File: src/rtl/pcpi_arb_pkg.sv
// pcpi_arb_pkg
//   Shared definitions for the PCPI arbiter:
//   - arb_state_t  : arbiter FSM states
//   - SLV_*        : slave bit positions in the per-slave vectors
//   - NUM_SLV      : number of co-processor slots
//   - TO_W         : width of the unclaimed-request timeout counter
//   - slv_word()   : picks one 32-bit slave word with a one-hot select
package pcpi_arb_pkg;

   localparam int NUM_SLV = 3;
   localparam int TO_W    = 8;

   localparam int SLV_EXT = 0;
   localparam int SLV_MUL = 1;
   localparam int SLV_DIV = 2;

   typedef enum logic [2:0] {
      IDLE  = 3'd0,
      PROBE = 3'd1,
      BUSY  = 3'd2,
      RESP  = 3'd3,
      DONE  = 3'd4
   } arb_state_t;

   // AND-OR mux; sel is one-hot (or zero, which yields zero).
   function automatic logic [31:0] slv_word(input logic [NUM_SLV-1:0]    sel,
                                            input logic [32*NUM_SLV-1:0] words);
      logic [31:0] r;
      r = '0;
      for (int i = 0; i < NUM_SLV; i++) begin
         if (sel[i]) r = r | words[32*i +: 32];
      end
      return r;
   endfunction

endpackage

File: src/rtl/pcpi_arb_prio.sv
// pcpi_arb_prio
//   Fixed-priority one-hot selector for the co-processor claim vector.
//   Priority: EXT (bit 0) > MUL (bit 1) > DIV (bit 2).
// Ports:
//   claim  in  NUM_SLV  per-slave claim (wait or ready, already enable-masked)
//   grant  out NUM_SLV  one-hot winner, zero when nobody claims
//   found  out 1        at least one claim present
module pcpi_arb_prio
   import pcpi_arb_pkg::*;
(
   input  logic [NUM_SLV-1:0] claim,
   output logic [NUM_SLV-1:0] grant,
   output logic               found
);

   always_comb begin
      grant = '0;
      found = |claim;
      if (claim[SLV_EXT])      grant[SLV_EXT] = 1'b1;
      else if (claim[SLV_MUL]) grant[SLV_MUL] = 1'b1;
      else if (claim[SLV_DIV]) grant[SLV_DIV] = 1'b1;
   end

endmodule

File: src/rtl/pcpi_arbiter.sv
// pcpi_arbiter
//   Sequencing arbiter between the PicoRV32 PCPI port and the EXT (CGRA),
//   MUL and DIV co-processors. A request is broadcast to the enabled slaves,
//   the highest-priority claimant becomes owner, and its result is returned
//   through registered core-side outputs. Requests nobody claims within
//   TIMEOUT_CYCLES cycles produce a one-cycle pcpi_timeout pulse.
//
//   Optional feature macro: PCPI_ARB_PERF_EN
//     defined     -> four 32-bit wrapping counters on perf_cnt
//                    ([31:0] EXT, [63:32] MUL, [95:64] DIV completions,
//                     [127:96] timeouts)
//     not defined -> perf_cnt tied to zero, no counter flops
//
// Ports:
//   clk, resetn                  clock, asynchronous active-low reset
//   pcpi_valid/insn/rs1/rs2      core request (insn/operands reach the
//                                slaves directly on the shared bus)
//   pcpi_wr/rd/wait/ready        registered response to the core
//   pcpi_timeout                 one-cycle pulse: request unclaimed
//   cop_valid                    per-slave valid (bit0 EXT, bit1 MUL, bit2 DIV)
//   cop_wr/rd/wait/ready         per-slave response, slave i on rd[32i+31:32i]
//   perf_cnt                     performance counters
module pcpi_arbiter
   import pcpi_arb_pkg::*;
#(
   parameter bit          ENABLE_EXT     = 1'b1,
   parameter bit          ENABLE_MUL     = 1'b1,
   parameter bit          ENABLE_DIV     = 1'b0,
   parameter int unsigned TIMEOUT_CYCLES = 16     // legal range 2..255
) (
   input  logic                   clk,
   input  logic                   resetn,
   input  logic                   pcpi_valid,
   input  logic [31:0]            pcpi_insn,
   input  logic [31:0]            pcpi_rs1,
   input  logic [31:0]            pcpi_rs2,
   output logic                   pcpi_wr,
   output logic [31:0]            pcpi_rd,
   output logic                   pcpi_wait,
   output logic                   pcpi_ready,
   output logic                   pcpi_timeout,
   output logic [NUM_SLV-1:0]     cop_valid,
   input  logic [NUM_SLV-1:0]     cop_wr,
   input  logic [32*NUM_SLV-1:0]  cop_rd,
   input  logic [NUM_SLV-1:0]     cop_wait,
   input  logic [NUM_SLV-1:0]     cop_ready,
   output logic [127:0]           perf_cnt
);

   localparam logic [NUM_SLV-1:0] EN_MASK = {ENABLE_DIV, ENABLE_MUL, ENABLE_EXT};
   localparam logic [TO_W-1:0]    TO_LAST = TO_W'(TIMEOUT_CYCLES - 1);

   arb_state_t          state, state_nxt;
   logic [NUM_SLV-1:0]  owner, owner_nxt;
   logic [TO_W-1:0]     to_cnt, to_cnt_nxt;

   logic [NUM_SLV-1:0]  claim, grant;
   logic                found;
   logic                grant_ready, owner_ready, to_expire;

   // Result capture controls produced by the next-state logic.
   logic                take;
   logic [NUM_SLV-1:0]  take_sel;
   logic                timeout_evt;

   // Instruction and operands go to the slaves on the shared bus; the
   // arbiter itself never decodes them.
   logic unused_fwd;
   assign unused_fwd = ^{pcpi_insn, pcpi_rs1, pcpi_rs2};

   // Disabled slaves can never claim.
   assign claim       = (cop_wait | cop_ready) & EN_MASK;
   assign grant_ready = |(grant & cop_ready);
   assign owner_ready = |(owner & cop_ready);
   assign to_expire   = (to_cnt == TO_LAST);

   pcpi_arb_prio u_prio (
      .claim (claim),
      .grant (grant),
      .found (found)
   );

   // State register
   always_ff @(posedge clk or negedge resetn) begin
      if (!resetn) begin
         state  <= IDLE;
         owner  <= '0;
         to_cnt <= '0;
      end else begin
         state  <= state_nxt;
         owner  <= owner_nxt;
         to_cnt <= to_cnt_nxt;
      end
   end

   // Next-state logic
   always_comb begin
      state_nxt   = state;
      owner_nxt   = owner;
      to_cnt_nxt  = to_cnt;
      take        = 1'b0;
      take_sel    = '0;
      timeout_evt = 1'b0;
      case (state)
         IDLE: begin
            if (pcpi_valid) begin
               state_nxt  = PROBE;
               to_cnt_nxt = '0;
            end
         end
         PROBE: begin
            // Abort beats everything; a claim in the expiry cycle beats timeout.
            if (!pcpi_valid) begin
               state_nxt = IDLE;
            end else if (found) begin
               owner_nxt = grant;
               if (grant_ready) begin
                  state_nxt = RESP;
                  take      = 1'b1;
                  take_sel  = grant;
               end else begin
                  state_nxt = BUSY;
               end
            end else if (to_expire) begin
               state_nxt   = DONE;
               timeout_evt = 1'b1;
            end else begin
               to_cnt_nxt = to_cnt + 1'b1;
            end
         end
         BUSY: begin
            if (!pcpi_valid) begin
               state_nxt = IDLE;
            end else if (owner_ready) begin
               state_nxt = RESP;
               take      = 1'b1;
               take_sel  = owner;
            end
         end
         RESP: state_nxt = DONE;
         DONE: begin
            if (!pcpi_valid) state_nxt = IDLE;
         end
         default: state_nxt = IDLE;
      endcase
   end

   // Output logic: slave valids are combinational so an async reset
   // drops them immediately.
   always_comb begin
      cop_valid = '0;
      case (state)
         PROBE:   cop_valid = {NUM_SLV{pcpi_valid}} & EN_MASK;
         BUSY:    cop_valid = {NUM_SLV{pcpi_valid}} & owner;
         default: cop_valid = '0;
      endcase
   end

   // Registered core-side outputs; pcpi_rd holds through DONE and beyond.
   always_ff @(posedge clk or negedge resetn) begin
      if (!resetn) begin
         pcpi_wr      <= 1'b0;
         pcpi_rd      <= '0;
         pcpi_wait    <= 1'b0;
         pcpi_ready   <= 1'b0;
         pcpi_timeout <= 1'b0;
      end else begin
         pcpi_ready   <= take;
         pcpi_wr      <= take & |(take_sel & cop_wr);
         pcpi_wait    <= (state_nxt == BUSY);
         pcpi_timeout <= timeout_evt;
         if (take) pcpi_rd <= slv_word(take_sel, cop_rd);
      end
   end

`ifdef PCPI_ARB_PERF_EN
   logic [31:0] cnt_ext, cnt_mul, cnt_div, cnt_to;

   always_ff @(posedge clk or negedge resetn) begin
      if (!resetn) begin
         cnt_ext <= '0;
         cnt_mul <= '0;
         cnt_div <= '0;
         cnt_to  <= '0;
      end else begin
         if (take && take_sel[SLV_EXT]) cnt_ext <= cnt_ext + 32'd1;
         if (take && take_sel[SLV_MUL]) cnt_mul <= cnt_mul + 32'd1;
         if (take && take_sel[SLV_DIV]) cnt_div <= cnt_div + 32'd1;
         if (timeout_evt)               cnt_to  <= cnt_to + 32'd1;
      end
   end

   assign perf_cnt = {cnt_to, cnt_div, cnt_mul, cnt_ext};
`else
   assign perf_cnt = '0;
`endif

endmodule

File: config.mk
export PLATFORM = sky130hd
export DESIGN_NAME = pcpi_arbiter
export DESIGN_NICKNAME = d
export VERILOG_FILES = /design/src/rtl/pcpi_arb_pkg.sv /design/src/rtl/pcpi_arb_prio.sv /design/src/rtl/pcpi_arbiter.sv
export SDC_FILE = /design/constraint.sdc
export NUM_CORES = 1
export LEC_CHECK = 0
export BUFFER_PORTS_ARGS = -buffer_cell sky130_fd_sc_hd__buf_2
export CAP_MARGIN = 20
export CORE_AREA = 2 2 145 147
export CTS_BUF_LIST = sky130_fd_sc_hd__clkbuf_4 sky130_fd_sc_hd__clkbuf_8
export DETAILED_ROUTE_END_ITERATION = 10
export DIE_AREA = 0 0 147 149
export SYNTH_ARGS = -nofsm -noshare
export SYNTH_HDL_FRONTEND = slang
export SYNTH_SLANG_ARGS = --single-unit
File: constraint.sdc
create_clock -name clk -period 2.7 [get_ports clk]
set_input_delay 0 -clock clk [delete_from_list [all_inputs] [get_ports clk]]
set_output_delay 0 -clock clk [all_outputs]
set_load 0.1 [all_outputs]
## Yosys cells after proc, flatten, opt, wreduce, memory -nomap -nowiden

Index checks and enable logic that the tools add are counted.

| word-level totals | value |
|---|---|
| register bits | 50 |
| output and inout bits | 167 |

| operators by class | value |
|---|---|
| $add $sub $neg | 1 |
| equality and inequality tests | 10 |
| muxes and demuxes | 39 |
| bitwise operators | 8 |
| reduce and logical (&&, ||, !) cells | 8 |

Operators with widths:

| operator | count |
|---|---|
| two-way mux 32 bit | 5 |
| OR 32 bit | 2 |
| two-way mux 3 bit | 12 |
| two-way mux 8 bit | 4 |
| one-hot mux 8 bit (2 select lines) | 1 |
| one-hot mux 3 bit (5 select lines) | 1 |
| two-way mux 1 bit | 13 |
| one-hot mux 3 bit (2 select lines) | 2 |
| bitwise AND 3 bit | 3 |
| == test 3 x 2 -> 1 bit (second input constant) | 3 |
| OR reduction 3 bit | 3 |
| adder 8 x 1 -> 8 bit (second input constant) | 1 |
| == test 8 x 4 -> 1 bit (second input constant) | 1 |
| != test 2 bit (second input constant) | 4 |
| AND reduction 5 bit | 1 |
| bitwise AND 2 x 3 -> 3 bit | 1 |
| == test 3 x 1 -> 1 bit (second input constant) | 1 |
| == test 3 bit (second input constant) | 1 |
| logical NOT 3 bit | 1 |
| AND reduction 3 bit | 1 |
| OR 2 bit | 1 |
| one-hot mux 1 bit (2 select lines) | 1 |
| nonzero test 2 bit | 1 |
| OR reduction 2 bit | 1 |
| bitwise AND 1 bit | 1 |

## Depth between registers and ports, before layout

| logic depth | value |
|---|---|
| depth in word-level cells | 16 |
| depth in mapped cells | 7 |
| gate-level depth less buffers | 5 |

## By module

A second synthesis with hierarchy kept.

| unflattened totals | value |
|---|---|
| cells, all modules | 372 |
| area, all modules | 3442.1 µm² |

By module, submodules not included:

| module | instances | cells an instance | area an instance (µm²) | seq. area each (µm²) |
|---|---|---|---|---|
| pcpi_arbiter | 1 | 368 | 3414.5 | 1251.2 |
| pcpi_arb_prio | 1 | 4 | 27.5 | 0.0 |

## Least setup slack after synthesis

Ideal clock, no wire load.

| timing | value |
|---|---|
| path type | register to output |
| from | register state[0] |
| to | output port cop_valid[0] |
| arrival time | 1.962 ns |
| required time | 2.700 ns |
| path slack | 0.738 ns |
| stages on the path, launching flop included | 7 |
| path buffers | 4 |
| path through | dfrtp_1 clkbuf_1 nand4bb_1 buf_2 buf_1 buf_1 nand2_1 |

| on the way | value |
|---|---|
| longest elaborated chain between the ends | 2 |
| elaborated cells on any way between the ends | 3 |
| classes of those cells | eq/ne: 2; mux: 1 |

RTL lines:

| item | line | RTL |
|---|---|---|
| start: declaration | pcpi_arbiter.sv:53 | `arb_state_t state, state_nxt;` |
| start signal: assignment | pcpi_arbiter.sv:90 | `state <= state_nxt;` |
| == test 3 x 2 -> 1 bit or == test 3 x 1 -> 1 bit (tied branches) | pcpi_arbiter.sv:152 | `case (state)` |
| one-hot mux 3 bit (2 select lines) (*) | pcpi_arbiter.sv:152 |  |
| end: declaration | pcpi_arbiter.sv:42 | `output logic [NUM_SLV-1:0] cop_valid,` |

Mark *: on every way between the ends. The rest lies on a longest branch, timed or not.

## Final worst setup path

| timing | value |
|---|---|
| from | register state[0] |
| to | register pcpi_wr |

| on the way | value |
|---|---|
| longest elaborated chain between the ends | 5 |
| elaborated cells on any way between the ends | 7 |
| classes of those cells | eq/ne: 2; mux: 2; bitwise: 2; reduce/logical: 1 |

RTL lines:

| item | line | RTL |
|---|---|---|
| == test 3 x 2 -> 1 bit or == test 3 x 1 -> 1 bit (tied branches) | pcpi_arbiter.sv:104 | `case (state)` |
| one-hot mux 3 bit (2 select lines) | pcpi_arbiter.sv:104 |  |
| bitwise AND 3 bit | pcpi_arbiter.sv:169 | `pcpi_wr <= take & \|(take_sel & cop_wr);` |
| OR reduction 3 bit | pcpi_arbiter.sv:169 |  |
| bitwise AND 1 bit (*) | pcpi_arbiter.sv:169 |  |
| end signal: assignment | pcpi_arbiter.sv:169 |  |
| end: declaration | pcpi_arbiter.sv:37 | `output logic pcpi_wr,` |

Marked as above.
A chain may end at the register's enable or synchronous reset.

==> flow_summary.ini <==
[status]
outcome = finished, final reports clean

[logic_synthesis]
avgSynthCellArea_sq_um = 9.13
synth_area_leader_cell = dfrtp_1
async_flop_share_pct = 100
synth_top_area_share_pct = 32.8
yosysSeqAreaShare_pct = 32.8
synth_seq_cells = 49
yosys.cell_types.count = 45
ys_warn_count = 0
yosysMostFrequentCell = buf_4
synth_flop_cell = dfrtp_1
synthTopCellsByCount = 129 x buf_4, 64 x a22oi_1, 49 x dfrtp_1
synth_area_sq_mm = 0.00374
syn_inst = 410
synth_edf_count = 0
synthTopCellsByArea = dfrtp_1 33%, buf_4 26%, a22oi_1 13%, a21o_1 6.6%, o22ai_1 5.3%

[global_route]
antenna_found_initial = 1
busiest_layer = met2
met2_usage_pct = 14.6
grt_start_max_net_pins = 38
grt_pass1_vias = 2720
grtUsageMet3_pct = 1.77
grtUsageMet1_pct = 12.0
grt_usage_pct = 9.05
grt_pass1_wl_um = 15400
grt-ovfl-total = 0

[critical_path]
crit_type = reg2reg
path_max_fanout = 10
r2r_start = state[0]
worstSetupStartpointType = register
ff2ff_setup_slack_ns = 0.55
reg2reg_depth = 5
crit_arrival_ns = 2.35
cp-end-kind = register
worstSetupStartpoint = state[0]
r2r_end = pcpi_wr
required_ns = 2.90
cp-endpoint = pcpi_wr

[routing]
drc = 0
vias_per_cell = 4.01
drt_pre_antenna_iters = 4
vias = 3164
drt-total-wl_um = 10300
drtIter0Drc = 134
ant_nets = 0
wire_per_inst_um = 13.0

[sta]
period_minus_slack_ns = 2.15
post-route-period-util_pct = 79.5
rsz0062_at_grt = no
finalSetupTns_ns = 0
worst_pin_slew_ns = 0.960
relSlewSlack_pct = 35.8
clock_skew_ns = 0.00688
timing.fmax_ghz = 0.466
setup-violations-final = 0
hold_viol = 0
slew_violations = 0
whs_ns = 0.0584

[final_layout]
multi_input_area_sq_mm = 0.00193
stdcell_count = 789
seq_area_sq_mm = 0.00123
area_growth_pct = 14.9
design_area_sq_mm = 0.00430
fill_cells = 2307
num-nets-final = 717
drive_gt1_share_pct = 27.1

[pwr]
power_density_mw_per_mm2 = 1320
switching_share_pct = 65.7
p_seq_share_pct = 20.3
power_frac_comb_pct = 69.5
switchingPower_uw = 3740
clockPowerShare_pct = 10.1
vdd_drop_max_mv = 0.567
p_total_uw = 5690
power.leakage_uw = 0.00229
p_int_uw = 1960

[place]
placed_area_sq_mm = 0.00414
io_buffer_count = 110
hpwl_um = 7280
dp_cells = 776
gp_congestion = 0.767

[cts]
clockBufferDepth = 2
clockRootBuffer = clkbuf_8
post_cts.repair.setup_buffers = 0
worst_skew_pair.late_latency_ns = 0.31
clock_sinks = 49
cts_tree = done
h-tree-depth = 2
hold_buffers = 4
cts-buffers-inserted = 5
clk_pin_slew_ns = 0.10
cts_resized = 0

[floorplanning]
die-area_sq_mm = 0.0219
rows = 53
initial_core_util_pct = 18.2
die_x_um = 147
dieHeight_um = 149
fp.coreArea_sq_mm = 0.0206
ios = 371

[worst_hold_path]
hold_class = in2reg

[flow_run]
drv_cap = 0
[critical path: stages, from the launching register on]
cell and delay (ns):
dfrtp_1 0.51, and4bb_2 0.33, and2_1 0.20, a22o_1 0.23, a22o_1 0.22, dlygate4sd3_1 0.54
[per-stage QoR]
stage          setup WS [ns]  utilization, %
2_1_floorplan          0.738               -
3_3_place_gp           0.722            20.1
3_5_place_dp           0.680            20.1
4_1_cts                0.566            20.9
5_1_grt                0.471            20.9
6_report               0.553            20.9
[layout make-up]
class,count,area share (%)
Clock buffer,7,2.09
Tap cell,275,8.00
Antenna cell,1,0.0582
Inverter,2,0.175
Multi-Input combinational cell,330,45.0
Timing Repair Buffer,124,15.5
Clock inverter,1,0.698
Sequential cell,49,28.5
[worst min-delay path by stage]
stage / cells after the start / from / to / slack, ns
3_5_place_dp: 1 / resetn / pcpi_rd[5] / 0.21
5_1_grt: 4 / cop_rd[32] / pcpi_rd[0] / 0.06
6_report: 3 / cop_wait[0] / owner[0] / 0.06
4_1_cts: 3 / cop_wait[0] / owner[0] / 0.05
2_1_floorplan: 0 / resetn / owner[0] / -0.30
3_3_place_gp: 1 / resetn / pcpi_rd[5] / 0.20
[power by group through the flow]
| stage | sequential, uW | combinational (uW) | clock, uW |
|---|---|---|---|
| 2_1_floorplan | 2790 | 1820 | 0 |
| 3_3_place_gp | 1170 | 3940 | 0 |
| 3_5_place_dp | 1170 | 3960 | 0 |
| 4_1_cts | 1160 | 3970 | 609 |
| 5_1_grt | 1200 | 4100 | 640 |
| 6_report | 1160 | 3960 | 577 |
[registers in the layout, indices dropped and copies added, names as in the netlist]
register,flops
pcpi_wr,1
owner,2
pcpi_rd,32
pcpi_ready,1
pcpi_timeout,1
state,3
pcpi_wait,1
to_cnt,8
[kinds of logic (layout without fill, tap and decap cells)]
logic type | after synthesis | after routing | share of synthesized area (%)
muxes | 2 | 2 | 0.535
xor gates and xnor gates | 4 | 4 | 0.936
DFF | 49 | 49 | 32.8
other | 1 | 130 | 0.100
adders and majority gates | 1 | 1 | 0.334
buffers and inverters | 159 | 134 | 29.0
AOI/OAI and AO/OA | 148 | 148 | 29.1
and+or+nand+nor | 46 | 46 | 7.25
[cells in the final DEF (no fill, tap or decap), types with 3 or more instances in the layout]
master	instances
o21ai_0	3
buf_2	110
xnor2_1	3
nand3_1	3
a21o_1	33
buf_4	10
dfrtp_1	49
clkbuf_8	6
nand2_1	13
nor4_1	4
conb_1	129
dlygate4sd3_1	4
a22oi_1	64
o22ai_1	32
a22o_1	3
nor2_1	8
[metal layers]
layer / part of all wire (%) / vias up
met5: 0 / -
met4: 3.0 / 0
met3: 7.1 / 17
met2: 46 / 176
met1: 44 / 1518
li1: - / 1453
Note: power is estimated with default switching activity, not from simulation.
